**src/rtl/seg7_pkg.sv**
```systemverilog
// seg7_pkg: segment patterns and FSM encodings shared by the seven-segment encoder and decoder.
package seg7_pkg;
    localparam logic [6:0] SEG_BLANK = 7'h7F;
    // Active-low patterns for hex digits 0..F, bit0 = a ... bit6 = g
    localparam logic [6:0] SEG_TABLE [16] = '{
        7'h40, 7'h79, 7'h24, 7'h30, 7'h19, 7'h12, 7'h02, 7'h78,
        7'h00, 7'h18, 7'h08, 7'h03, 7'h46, 7'h21, 7'h06, 7'h0E
    };
    typedef enum logic [1:0] {IDLE, SETTLE, ACCEPT} state_t;
endpackage

```
**src/rtl/seg7_capture_if.sv**
```systemverilog
// seg7_capture_if: decoded-digit VALID/READY stream with error flag and sticky overflow.
interface seg7_capture_if;
    logic [3:0] CODE;
    logic       ERR;
    logic       VALID;
    logic       READY;
    logic       OVF;
    modport master(output CODE, ERR, VALID, OVF, input READY);
    modport slave(input CODE, ERR, VALID, OVF, output READY);
endinterface

```
**src/rtl/seg7_pattern_lookup.sv**
```systemverilog
// seg7_pattern_lookup: maps an active-low segment pattern back to its hex code, flagging unknown patterns.
module seg7_pattern_lookup
    import seg7_pkg::*;
(
    input  logic [6:0] pattern_i,
    output logic [3:0] code_o,
    output logic       err_o
);
    always_comb begin
        code_o = 4'h0;
        err_o  = 1'b1;
        for (int i = 0; i < 16; i++) begin
            if (pattern_i == SEG_TABLE[i]) begin
                code_o = 4'(i);
                err_o  = 1'b0;
            end
        end
    end
endmodule

```
**src/rtl/seg7_capture.sv**
```systemverilog
// seg7_capture: synchronises a segment bus, waits for a stable pattern and reports each new digit once.
module seg7_capture
    import seg7_pkg::*;
#(
    parameter int STABLE_CYCLES = 4,
    parameter int CNT_W         = 8
) (
    input  logic       CLOCK_50,
    input  logic       RESET_N,
    input  logic [6:0] SEG_IN,
    seg7_capture_if.master out_if
);
    localparam logic [CNT_W-1:0] STABLE = CNT_W'(STABLE_CYCLES);
    localparam logic             ONE_SHOT = (STABLE_CYCLES == 1);

    state_t           state_q;
    logic [6:0]       sync1_q, s_q, cand_q, last_q;
    logic [CNT_W-1:0] cnt_q, cnt_d;
    logic [3:0]       code_q, lk_code;
    logic             err_q, valid_q, ovf_q, lk_err;

    seg7_pattern_lookup u_lookup (
        .pattern_i(cand_q),
        .code_o   (lk_code),
        .err_o    (lk_err)
    );

    assign cnt_d = (cnt_q == '1) ? cnt_q : cnt_q + 1'b1;

    always_ff @(posedge CLOCK_50 or negedge RESET_N) begin
        if (!RESET_N) begin
            sync1_q <= SEG_BLANK;
            s_q     <= SEG_BLANK;
            cand_q  <= SEG_BLANK;
            last_q  <= SEG_BLANK;
            cnt_q   <= '0;
            state_q <= IDLE;
            code_q  <= 4'h0;
            err_q   <= 1'b0;
            valid_q <= 1'b0;
            ovf_q   <= 1'b0;
        end else begin
            sync1_q <= SEG_IN;
            s_q     <= sync1_q;
            if (valid_q && out_if.READY)
                valid_q <= 1'b0;
            case (state_q)
                IDLE: begin
                    if (s_q == SEG_BLANK)
                        last_q <= SEG_BLANK;
                    else if (s_q != last_q) begin
                        cand_q  <= s_q;
                        cnt_q   <= CNT_W'(1);
                        state_q <= ONE_SHOT ? ACCEPT : SETTLE;
                    end
                end
                SETTLE: begin
                    if (s_q != cand_q) begin
                        cand_q <= s_q;
                        cnt_q  <= CNT_W'(1);
                        if (s_q == SEG_BLANK) begin
                            last_q  <= SEG_BLANK;
                            state_q <= IDLE;
                        end else if (s_q == last_q)
                            state_q <= IDLE;
                        else if (ONE_SHOT)
                            state_q <= ACCEPT;
                    end else begin
                        cnt_q <= cnt_d;
                        if (cnt_d >= STABLE)
                            state_q <= ACCEPT;
                    end
                end
                ACCEPT: begin
                    // Slot is overwritten even if unread; OVF records the lost value
                    last_q  <= cand_q;
                    code_q  <= lk_code;
                    err_q   <= lk_err;
                    valid_q <= 1'b1;
                    if (valid_q && !out_if.READY)
                        ovf_q <= 1'b1;
                    state_q <= IDLE;
                end
                default: state_q <= IDLE;
            endcase
        end
    end

    assign out_if.CODE  = code_q;
    assign out_if.ERR   = err_q;
    assign out_if.VALID = valid_q;
    assign out_if.OVF   = ovf_q;
endmodule

```
**src/flat_wrapper.sv**
```systemverilog
// flat-port wrapper written by rule: the top's interface ports become plain ports
module seg7_capture_flat import seg7_pkg::*;
#(
    parameter int STABLE_CYCLES = 4,
    parameter int CNT_W         = 8
)
  (CLOCK_50, RESET_N, SEG_IN, out_if_CODE, out_if_ERR, out_if_VALID, out_if_OVF, out_if_READY);
  seg7_capture_if out_if_i ();
  input  logic CLOCK_50;
  input  logic RESET_N;
  input  logic [6:0] SEG_IN;
  output wire logic [$bits(out_if_i.CODE)-1:0] out_if_CODE;
  output wire logic [$bits(out_if_i.ERR)-1:0] out_if_ERR;
  output wire logic [$bits(out_if_i.VALID)-1:0] out_if_VALID;
  output wire logic [$bits(out_if_i.OVF)-1:0] out_if_OVF;
  input wire logic [$bits(out_if_i.READY)-1:0] out_if_READY;
  assign out_if_CODE = out_if_i.CODE;
  assign out_if_ERR = out_if_i.ERR;
  assign out_if_VALID = out_if_i.VALID;
  assign out_if_OVF = out_if_i.OVF;
  assign out_if_i.READY = out_if_READY;
  seg7_capture #(.STABLE_CYCLES(STABLE_CYCLES), .CNT_W(CNT_W)) u_core (.CLOCK_50(CLOCK_50), .RESET_N(RESET_N), .SEG_IN(SEG_IN), .out_if(out_if_i));
endmodule
```
**config.mk**
```make
export PLATFORM = sky130hd
export DESIGN_NAME = seg7_capture_flat
export DESIGN_NICKNAME = d
export VERILOG_FILES = /design/src/rtl/seg7_pkg.sv /design/src/rtl/seg7_capture_if.sv /design/src/rtl/seg7_pattern_lookup.sv /design/src/rtl/seg7_capture.sv /design/src/flat_wrapper.sv
export SDC_FILE = /design/constraint.sdc
export NUM_CORES = 1
export LEC_CHECK = 0
export CAP_MARGIN = 20
export CORE_MARGIN = 10
export CORE_UTILIZATION = 30
export CTS_CLUSTER_DIAMETER = 120
export DETAILED_ROUTE_END_ITERATION = 16
export PLACE_DENSITY_LB_ADDON = 0.08
export SYNTH_ARGS = -nofsm -noshare
export SYNTH_HDL_FRONTEND = slang
export SYNTH_HIERARCHICAL = 1
export SYNTH_SLANG_ARGS = --single-unit
export TNS_END_PERCENT = 5
```
**constraint.sdc**
```tcl
create_clock -name CLOCK_50 -period 2.8 [get_ports CLOCK_50]
set_clock_uncertainty 0.2 [all_clocks]
set_input_delay 0.42 -clock CLOCK_50 [delete_from_list [all_inputs] [get_ports CLOCK_50]]
set_output_delay 0.42 -clock CLOCK_50 [all_outputs]
set_load 0.005 [all_outputs]
```
==> metrics.txt <==
outcome complete, no violations; pwr dens 522 nW/um^2; routability cong. 0.786; EDFF count, synth 0; hold path startpoint u_core/sync1_q[6]; reg2reg setup slack 390 ps; post-DR vias/cell 5.06; gr usage total 0.0839; post-route clock period utilization 0.860; hpwl dp 3310 um; max layer used met4; Max Cap Violations 0; # clock sinks 45; Reg power frac 0.561; critical path class reg2reg; crit path max-delay cell type nor4_1; wl on met1 2380 um; antenna viol nets, final 0; Mapped Area 2270 um^2; R2R depth 5; maximum VDD drop 0.205 mV; clk buf depth 2; area grow syn2layout 16.5%; nets@finish 236; Wirelength per Cell 14.4 um; Post-Place Cells 316; Post-Synth Adder-Cell Area 0.00550; total negative slack 0 ps; global-route wire length before repair 7930 um; syn_nets 220; switching portion of total power 0.245; leakage power 0.987 nW; commonest non-fill, non-tap cells in the layout 28 x dfstp_2, 17 x dfrtp_1, 15 x clkdlybuf4s50_1, 12 x mux2_2; routed length on met2 2060 um; Synth Instances 209; CORE AREA 7290 um^2; Synth Area in Simple Gates 0.167; ranking of synthesized cells by area dfstp_2 32%, dfrtp_1 19%, mux2_2 5.9%; FP Rows 31; hold path endpoint u_core/s_q[6]; CTS tree yes; initial drt markers 107; CP Capture Type flop; total die area 11500 um^2; residual DRC count 0; CTS Buf Count 5; fmax 0.415 GHz; DR vias 1646; Max-slew headroom 0.543; first-pass iteration count of the detailed router 4; worst-path fanout max 10; vias in the first global route 1622; Yosys Warn Count 6; H-Tree Level Count 2; Clk pwr share 0.345; critical path cell sequence xor2_1, nor4_1, a311oi_4, nand2_4, mux2_2; initial core utilization 0.312; final worst path period need 2410 ps; logic gate share of total power 0.094; CTS Root Cell clkbuf_8; crit path from u_core/s_q[4]; actual slew at the worst max-slew pin 680 ps; clk slew on worst S/H paths 90 ps; initial antenna violation count 0; post-synthesis cell type count 50; WL met3 200 um; worst hold stages 0; mux contribution to synthesized area 0.0638; unrepaired setup endpoints after global routing no; largest family of logic cells by synthesized area simple AND/OR/NAND/NOR gates; Hold Violations, Final 0; GRT Residual Overflow 0; area share of the largest cell type after synthesis 0.324; post-synthesis compound-gate area fraction 0.149; clk_lat worst skew 300 ps; Pint 1.04 mW; Final Max Slew Viols 0; non-filler cells, final 325; CP startpoint kind flop; post-synthesis sequential area ratio 0.511; setup bufs post-CTS 0; critical path's largest stage delay 620 ps; #FFs+latches synth 45; worst hold path class reg2reg; Psw 339 uW; Main synth FF type dfstp_2; Critical Path AT 2440 ps; critical path required time 2830 ps; largest net degree at the start of global routing 31; final setup vio count 0; xor/xnor share of the synthesized area 0.0693; Avg Inst Size Synth 10.9 um^2; PortBufs 16; Reg-to-Reg Start u_core/s_q[4]; post-synth top area cell dfstp_2; r2r endpoint u_core/cand_q[6]; IO Pins 17; share of cells above drive strength 1 0.252; Die X 107 um; asr flop ratio synth 1.00; Die Y 107 um; total routed wirelength 4680 um; antenna cell count 0; commonest non-fill, non-tap cell in the layout dfstp_2
worst max-delay path by stage:
| stage | end | slack (ps) | cells after the start |
|---|---|---|---|
| 3_5_place_dp | u_core/cand_q[3] | 440 | 5 |
| 6_report | u_core/cand_q[6] | 390 | 5 |
| 3_3_place_gp | u_core/cand_q[0] | 510 | 5 |
| 4_1_cts | u_core/cand_q[6] | 410 | 5 |
| 5_1_grt | u_core/cand_q[1] | 300 | 5 |
| 2_1_floorplan | u_core/cand_q[0] | 710 | 5 |
power groups by stage:
stage / clock network [mW] / logic, mW / registers, mW
after floorplan: 0 / 0.100 / 0.763
after global placement: 0 / 0.128 / 0.787
after detailed placement: 0 / 0.130 / 0.788
after CTS: 0.492 / 0.132 / 0.777
after global routing: 0.521 / 0.148 / 0.786
final: 0.477 / 0.130 / 0.777
layer usage:
layer	track usage	vias up
li1	-	795
met1	0.111	817
met2	0.127	30
met3	0.0251	4
met4	0.0290	0
met5	0	-
flip-flops by register name, indices dropped and copies added (netlist names):
| name | cells |
|---|---|
| u_core/cnt_q | 8 |
| u_core/cand_q | 7 |
| u_core/last_q | 7 |
| u_core/s_q | 7 |
| u_core/sync1_q | 7 |
| u_core/out_if.CODE | 4 |
| u_core/state_q | 2 |
| u_core/out_if.ERR | 1 |
| u_core/out_if.OVF | 1 |
| u_core/out_if.VALID | 1 |
timing repair:
| item | 4_1_cts | 5_1_grt |
|---|---|---|
| hold buffers | 1 | 0 |
| setup endpoints to repair | 0 | 0 |
| gates resized for setup | 0 | 0 |
| hold endpoints to repair | 17 | 0 |
cell usage after synthesis, types with 6 or more instances:
library cell and n:
dfstp_2 28, dfrtp_1 17, mux2_2 12, a21oi_1 11, nand2_1 11, nor2_1 10
xnor2_1 10, nand3_1 8, xor2_1 8, nand4_1 7, o21ai_0 7, o22a_1 7
clkbuf_1 6, nor3_1 6
per-stage QoR:
step                instance area (um^2)  power, mW  utilization  worst slack [ps]  hold slack [ps]
floorplan                           2270      0.864            -               707            -75.6
global placement                    2520      0.916        0.346               509              146
detailed placement                  2520      0.919        0.346               439              147
CTS                                 2650       1.40        0.363               414              160
global route                        2650       1.45        0.363               299              161
finish                              2650       1.38        0.363               391              158
logic make-up after synthesis:
kind of cell / after synthesis
and+or+nand+nor: 69
AOI/OAI and AO/OA: 46
DFF: 45
xor gates and xnor gates: 18
buffers and inverters: 17
muxes: 13
adders and majority gates: 1
final cells by class:
cell class	instances	area (um^2)
Timing Repair Buffer	21	195
Clock inverter	1	6.26
Inverter	5	18.8
Fill cell	748	4640
Multi-Input combinational cell	147	1030
Clock buffer	7	108
Sequential cell	45	1160
Tap cell	99	124
critical path: cells and delay by family, from the launching register on:
| family | cells | cell delay (ps) |
|---|---|---|
| multiplexers | 1 | 350 |
| XOR/XNOR | 1 | 80 |
| AND/OR/NAND/NOR | 2 | 820 |
| flip-flops | 1 | 580 |
| AO/OA/AOI/OAI | 1 | 310 |
Note: power is estimated with default switching activity, not from simulation.
